**src/rtl/fft_pkg.sv**
```systemverilog
`default_nettype none
// ============================================================================
//  Module      : fft_pkg
//  Description : Shared constants, write-FSM state encoding and the
//                bit-reversal scatter mapping for the 512-point reorder
//                buffer.
//                  LANES   - samples per beat
//                  NPOINT  - points per frame
//                  NBEAT   - beats per frame (NPOINT / LANES)
//                  BEAT_W  - log2(NBEAT)
//                  bitrev9 - 9-bit index reversal
//                  scatter_addr - memory address of input lane l, beat b
//  Revision    : 1.0  initial release
// ============================================================================
package fft_pkg;

    localparam int LANES  = 16;
    localparam int NPOINT = 512;
    localparam int NBEAT  = NPOINT / LANES;
    localparam int BEAT_W = $clog2(NBEAT);

    // Write-side frame sequencer states
    localparam int WR_STATE_W = 1;
    typedef logic [WR_STATE_W-1:0] wr_state_t;
    localparam wr_state_t W_HUNT = 1'b0;   // waiting for a start-of-frame beat
    localparam wr_state_t W_FILL = 1'b1;   // filling the current bank

    function automatic logic [8:0] bitrev9(input logic [8:0] idx);
        logic [8:0] rev;
        for (int i = 0; i < 9; i++) begin
            rev[i] = idx[8-i];
        end
        return rev;
    endfunction

    // Input point 16*b + l lands at its bit-reversed (natural-order) address
    function automatic logic [8:0] scatter_addr(input logic [3:0]        lane,
                                                input logic [BEAT_W-1:0] beat);
        return bitrev9({beat, lane});
    endfunction

endpackage
`default_nettype wire

```
**src/rtl/reorder_ctrl.sv**
```systemverilog
`default_nettype none
// ============================================================================
//  Module      : reorder_ctrl
//  Description : Frame sequencer and ping-pong bank scheduler for the
//                512-point bit-reversal reorder buffer. Writes 16-lane
//                beats of each frame into one of two banks, drains full
//                banks in natural order under valid/ready. Control only,
//                no sample data.
//  Ports       : clk, rst                  - clock, sync active-high reset
//                in_valid, in_sof, in_ready - upstream beat handshake
//                wr_en, wr_bank, wr_beat    - reorder-memory write control
//                rd_en, rd_bank, rd_beat    - reorder-memory read control
//                out_valid, out_ready,
//                out_sof, out_eof           - downstream stream
//                frame_done, frames_out     - completion pulse and count
//                sof_err, err_clr           - sticky misaligned-SOF flag
//  Revision    : 1.0  initial release
// ============================================================================
module reorder_ctrl
    import fft_pkg::*;
#(
    parameter int NBEAT  = 32,
    parameter int BEAT_W = 5,
    parameter int FCNT_W = 16
) (
    input  logic              clk,
    input  logic              rst,
    input  logic              in_valid,
    input  logic              in_sof,
    output logic              in_ready,
    output logic              wr_en,
    output logic              wr_bank,
    output logic [BEAT_W-1:0] wr_beat,
    output logic              rd_en,
    output logic              rd_bank,
    output logic [BEAT_W-1:0] rd_beat,
    output logic              out_valid,
    input  logic              out_ready,
    output logic              out_sof,
    output logic              out_eof,
    output logic              frame_done,
    output logic              sof_err,
    input  logic              err_clr,
    output logic [FCNT_W-1:0] frames_out
);

    localparam logic [BEAT_W-1:0] c_last_beat = BEAT_W'(NBEAT - 1);

    // ------------------------------------------------------------------
    // State
    // ------------------------------------------------------------------
    wr_state_t         r_wr_state;
    wr_state_t         w_wr_state_nxt;
    logic              r_wr_bank;
    logic [BEAT_W-1:0] r_wr_beat;
    logic [1:0]        r_bank_full;
    logic              r_sof_err;

    logic              r_rd_bank;
    logic [BEAT_W-1:0] r_rd_beat;
    logic              r_out_valid;
    logic              r_out_sof;
    logic              r_out_eof;
    logic [FCNT_W-1:0] r_frames_out;

    logic              w_in_ready;
    logic              w_accept;
    logic              w_wr_en;
    logic              w_abort;
    logic              w_fill_last;
    logic              w_rd_en;
    logic              w_rd_last;
    logic              w_frame_done;
    logic [1:0]        w_bank_set;
    logic [1:0]        w_bank_clr;

    // ------------------------------------------------------------------
    // Write FSM: state register
    // ------------------------------------------------------------------
    always_ff @(posedge clk) begin
        if (rst) begin
            r_wr_state <= W_HUNT;
        end else begin
            r_wr_state <= w_wr_state_nxt;
        end
    end

    // ------------------------------------------------------------------
    // Write FSM: next state
    // ------------------------------------------------------------------
    always_comb begin
        w_wr_state_nxt = r_wr_state;
        case (r_wr_state)
            W_HUNT: if (w_accept && in_sof) w_wr_state_nxt = W_FILL;
            W_FILL: if (w_fill_last)        w_wr_state_nxt = W_HUNT;
            default:                        w_wr_state_nxt = W_HUNT;
        endcase
    end

    // ------------------------------------------------------------------
    // Write FSM: outputs
    // ------------------------------------------------------------------
    always_comb begin
        w_in_ready  = !rst && !r_bank_full[r_wr_bank];
        w_accept    = in_valid && w_in_ready;
        w_wr_en     = 1'b0;
        w_abort     = 1'b0;
        w_fill_last = 1'b0;
        case (r_wr_state)
            // Beats before the first SOF are accepted and dropped
            W_HUNT: w_wr_en = w_accept && in_sof;
            W_FILL: begin
                w_wr_en     = w_accept;
                // A new SOF mid-frame restarts the frame in the same bank
                w_abort     = w_accept && in_sof && (r_wr_beat != '0);
                w_fill_last = w_accept && !w_abort && (r_wr_beat == c_last_beat);
            end
            default: ;
        endcase
    end

    // ------------------------------------------------------------------
    // Write datapath: beat index, bank pointer, error flag
    // ------------------------------------------------------------------
    always_ff @(posedge clk) begin
        if (rst) begin
            r_wr_bank <= 1'b0;
            r_wr_beat <= '0;
            r_sof_err <= 1'b0;
        end else begin
            if (w_wr_en) begin
                if (w_fill_last) begin
                    r_wr_beat <= '0;
                    r_wr_bank <= ~r_wr_bank;
                end else if (w_abort) begin
                    // The restarting beat is written as beat 0
                    r_wr_beat <= BEAT_W'(1);
                end else begin
                    r_wr_beat <= r_wr_beat + 1'b1;
                end
            end
            // A new error wins over a simultaneous clear
            if (w_abort) begin
                r_sof_err <= 1'b1;
            end else if (err_clr) begin
                r_sof_err <= 1'b0;
            end
        end
    end

    // ------------------------------------------------------------------
    // Bank occupancy: filled by the writer, released by the reader.
    // The writer never targets a full bank, so set/clear of the same bank
    // cannot coincide; both banks may change in one cycle.
    // ------------------------------------------------------------------
    assign w_bank_set = {2{w_fill_last}}          & {r_wr_bank, ~r_wr_bank};
    assign w_bank_clr = {2{w_rd_en && w_rd_last}} & {r_rd_bank, ~r_rd_bank};

    always_ff @(posedge clk) begin
        if (rst) begin
            r_bank_full <= 2'b00;
        end else begin
            r_bank_full <= (r_bank_full | w_bank_set) & ~w_bank_clr;
        end
    end

    // ------------------------------------------------------------------
    // Read side: issue a read whenever the output slot is free or being
    // emptied; output flags track the 1-cycle memory latency.
    // ------------------------------------------------------------------
    assign w_rd_en      = !rst && r_bank_full[r_rd_bank] && (!r_out_valid || out_ready);
    assign w_rd_last    = (r_rd_beat == c_last_beat);
    assign w_frame_done = !rst && r_out_valid && out_ready && r_out_eof;

    always_ff @(posedge clk) begin
        if (rst) begin
            r_rd_bank    <= 1'b0;
            r_rd_beat    <= '0;
            r_out_valid  <= 1'b0;
            r_out_sof    <= 1'b0;
            r_out_eof    <= 1'b0;
            r_frames_out <= '0;
        end else begin
            if (w_rd_en) begin
                r_out_valid <= 1'b1;
                r_out_sof   <= (r_rd_beat == '0);
                r_out_eof   <= w_rd_last;
                if (w_rd_last) begin
                    r_rd_beat <= '0;
                    r_rd_bank <= ~r_rd_bank;
                end else begin
                    r_rd_beat <= r_rd_beat + 1'b1;
                end
            end else if (out_ready) begin
                r_out_valid <= 1'b0;
                r_out_sof   <= 1'b0;
                r_out_eof   <= 1'b0;
            end
            if (w_frame_done) begin
                r_frames_out <= r_frames_out + 1'b1;
            end
        end
    end

    // ------------------------------------------------------------------
    // Outputs
    // ------------------------------------------------------------------
    assign in_ready   = w_in_ready;
    assign wr_en      = w_wr_en;
    assign wr_bank    = r_wr_bank;
    assign wr_beat    = w_abort ? '0 : r_wr_beat;
    assign rd_en      = w_rd_en;
    assign rd_bank    = r_rd_bank;
    assign rd_beat    = r_rd_beat;
    assign out_valid  = r_out_valid;
    assign out_sof    = r_out_sof;
    assign out_eof    = r_out_eof;
    assign frame_done = w_frame_done;
    assign sof_err    = r_sof_err;
    assign frames_out = r_frames_out;

endmodule
`default_nettype wire

```
**config.mk**
```make
export PLATFORM = sky130hd
export DESIGN_NAME = reorder_ctrl
export DESIGN_NICKNAME = d
export VERILOG_FILES = /design/src/rtl/fft_pkg.sv /design/src/rtl/reorder_ctrl.sv
export SDC_FILE = /design/constraint.sdc
export NUM_CORES = 1
export LEC_CHECK = 0
export CORE_MARGIN = 2
export CORE_UTILIZATION = 30
export CTS_BUF_LIST = sky130_fd_sc_hd__clkbuf_8 sky130_fd_sc_hd__clkbuf_16
export CTS_CLUSTER_SIZE = 8
export DETAILED_ROUTE_END_ITERATION = 10
export GPL_ROUTABILITY_DRIVEN = 0
export SLEW_MARGIN = 20
export SYNTH_ARGS = -nofsm -noshare
export SYNTH_HDL_FRONTEND = slang
export SYNTH_SLANG_ARGS = --single-unit
```
**constraint.sdc**
```tcl
create_clock -name clk -period 2.6 [get_ports clk]
set_clock_uncertainty 0.15 [all_clocks]
set_input_delay 0.52 -clock clk [delete_from_list [all_inputs] [get_ports clk]]
set_output_delay 0.52 -clock clk [all_outputs]
set_load 0.05 [all_outputs]
```
==> results_dict.tcl <==
set metrics [dict create \
    antenna_left 0 \
    dr.pass1.iters 4 \
    grtUsageMet2_pct 19.0 \
    hold_viol 0 \
    p_leak_nw 0.925 \
    wl_um 3740 \
    final_nets 262 \
    tritoncts "yes" \
    p_total_mw 0.973 \
    grt_max_degree 12 \
    synth_area_per_cell_um2 8.49 \
    synth-seq-cells 35 \
    antenna_found_initial 0 \
    vias 1498 \
    postCtsHoldBufs 0 \
    vias_per_cell 4.68 \
    synth.distinct_cells 40 \
    p_per_area_nw_per_um2 407 \
    diodes 0 \
    rsz0062_at_grt "no" \
    final_cell_mix "dfxtp_1, clkdlybuf4s50_1, nor2_1, nand2_1, buf_4" \
    grt-busiest-layer "met2" \
    cts_max_level 2 \
    clock_sinks 35 \
    dieHeight_um 78.6 \
    area_delta_synth_final_pct 42.9 \
    period_share_pct 97.2 \
    p_int_mw 0.752 \
    grtUsageMet1_pct 18.0 \
    sw_frac_of_total_pct 22.7 \
    seq_area_frac_synth_pct 41.9 \
    crit_path_cell_trace "clkdlybuf4s50_1 -> buf_4 -> or3_1 -> clkinv_1 -> buf_12" \
    holdCritPathClass "flip-flop to flip-flop" \
    start_util_pct 30.7 \
    portBuffers 41 \
    clockBufferDepth 2 \
    report.final.setup_viol 0 \
    hpwl_um 2740 \
    slowest_delay_ns 0.45 \
    fmaxAchievable_mhz 396 \
    syn_inst 197 \
    outcome "completed" \
    pwr-share-clk_pct 35.8 \
    yosys.area.top_type_share_pct 41.9 \
    seq_power_share_pct 55.7 \
    critPathKind "input port to output port" \
    grt_pass1_vias 1392 \
    cp.required_ns 1.93 \
    peakVddDrop_mv 0.246 \
    arrival_ns 1.86 \
    n_fill_cell 540 \
    utilization_pct 43.9 \
    wl_per_cell_um 11.7 \
    overflow 0 \
    grtUsageMet3_pct 4.02 \
    core_um2 5440 \
    slew_viol_final 0 \
    num_rows 27 \
    synth_nets 210 \
    endpoint_kind "output port" \
    drv_cap 0 \
    ys_warn_count 0 \
    first_iter_violations 42 \
    path_delay_family "buffers and inverters" \
    fin_crit_ns 2.53 \
    synth_area_um2 1670 \
    worst_pin_slew_ns 0.547 \
    grt_usage_pct 12.9 \
    finalSetupTns_ns 0 \
    start_kind "input port" \
    fp.dieW_um 78.6 \
    cts_root_buffer "clkbuf_8" \
    max_slew_margin_pct 63.3 \
    power_frac_comb_pct 8.5 \
    synth_top_area_cell "dfxtp_1" \
    clk_pin_slew_worst_paths_ns 0.06 \
    die-area_um2 6190 \
    slowest_stage "or3_1" \
    grt_pass1_wl_um 6420 \
    crit_buf_inv 4 \
    path_max_fanout 11 \
    insertion_delay_ns 0.28 \
    io_pins 42 \
    netSwitchingPower_mw 0.221 \
    drive_gt1_share_pct 14.5 \
    numCtsBuffers 5 \
    post-route-drc-count 0 \
    final_common_cell "dfxtp_1" \
    yosys-top-cells-area "dfxtp_1, xor2_1, nor2_1" \
]
-- cell families (layout without fill, tap and decap cells) --
| logic type | count (synthesis) | in the layout | share of synthesized area [%] |
|---|---|---|---|
| AO/OA/AOI/OAI | 31 | 31 | 11.4 |
| multiplexers | 2 | 2 | 1.20 |
| adder cells (fa/ha/maj) | 7 | 7 | 5.24 |
| XOR/XNOR | 16 | 16 | 8.38 |
| buffers and inverters | 19 | 70 | 4.86 |
| flip-flops | 35 | 35 | 41.9 |
| AND/OR/NAND/NOR | 87 | 87 | 27.0 |
-- flip-flops by register name, summed over array words and instances, names as in the netlist --
| signal | cells |
|---|---|
| rd_beat | 5 |
| out_eof | 1 |
| out_valid | 1 |
| r_wr_state | 1 |
| wr_bank | 1 |
| frames_out | 16 |
| sof_err | 1 |
| r_bank_full | 2 |
| out_sof | 1 |
| rd_bank | 1 |
| r_wr_beat | 5 |
-- timing repair --
| item | CTS | global route |
|---|---|---|
| pin swaps | 0 | 4 |
| cloned | 0 | 0 |
| resized for setup | 0 | 8 |
| setup endpoints to repair | 3 | 5 |
| endpoints found under the hold margin | 0 | 0 |
| buffers inserted | 0 | 2 |
-- power groups by stage --
stage          Clock [mW]  Sequential, mW  Combinational [mW]
2_1_floorplan           0           0.554              0.0422
3_3_place_gp            0           0.555              0.0789
3_5_place_dp            0           0.555              0.0793
4_1_cts             0.367           0.542              0.0794
5_1_grt             0.383           0.542              0.0894
6_report            0.348           0.541              0.0831
-- layer usage --
| metal | part of all wire [%] | vias to the layer above |
|---|---|---|
| li1 | - | 789 |
| met1 | 51 | 672 |
| met2 | 43 | 32 |
| met3 | 5.5 | 5 |
| met4 | 1.0 | 0 |
| met5 | 0 | - |
-- through the flow --
step	std cells	area, um2	setup slack [ns]	hold WS [ns]
final	320	2390	0.0735	0.324
after global routing	320	2390	0.00484	0.368
after CTS	318	2360	-0.0114	0.329
after detailed placement	312	2290	0.0692	0.319
after global placement	312	2290	0.0850	0.315
after floorplan	197	1670	0.00454	0.345
-- cell type report --
cell class | instances | area, um2 | share of cell area (%)
multi-input combinational | 143 | 897 | 37.6
sequential | 35 | 706 | 29.5
timing repair buffer | 54 | 586 | 24.5
tap | 72 | 90.1 | 3.77
clock buffer | 5 | 68.8 | 2.88
inverter | 10 | 37.5 | 1.57
clock inverter | 1 | 3.75 | 0.157
-- worst min-delay path, stage by stage, from the launching register on --
cell      delay (ns)
dfxtp_1         0.31
nand2b_1        0.06
a21oi_1         0.06
-- cells in the mapped netlist, drive strengths merged --
cell type and count:
nor3 5, and3b 2, and4b 1, nand3 8, nand3b 1, o22ai 1, nand2b 1, a22o 1
and4 2, xnor2 4, ha 7, a311oi 1, xor2 12, and2 4, o21ai 5, a31oi 2
and3 5, o21a 1, inv 9, o41ai 1, clkinv 1, nor2b 3, or4 1, a21oi 13
nand2 16, a22oi 2, a21o 1, a31o 1, clkbuf 6, mux2i 2, dfxtp 35, buf 3
or3 3, a211o 1, nor4b 2, nand4 6, or4b 1, o31ai 1, nor2 26
-- final timing paths --
| path | startpoint | to | slack, ns | cells past startpoint |
|---|---|---|---|---|
| hold / removal | sof_err | sof_err | 0.32 | 2 |
| setup / recovery | rst | rd_en | 0.07 | 5 |
| hold reg to reg | sof_err | sof_err | 0.32 | 2 |
| setup reg to reg | r_wr_beat[0] | r_bank_full[1] | 0.61 | 7 |
(Power assumes the default switching activity.)
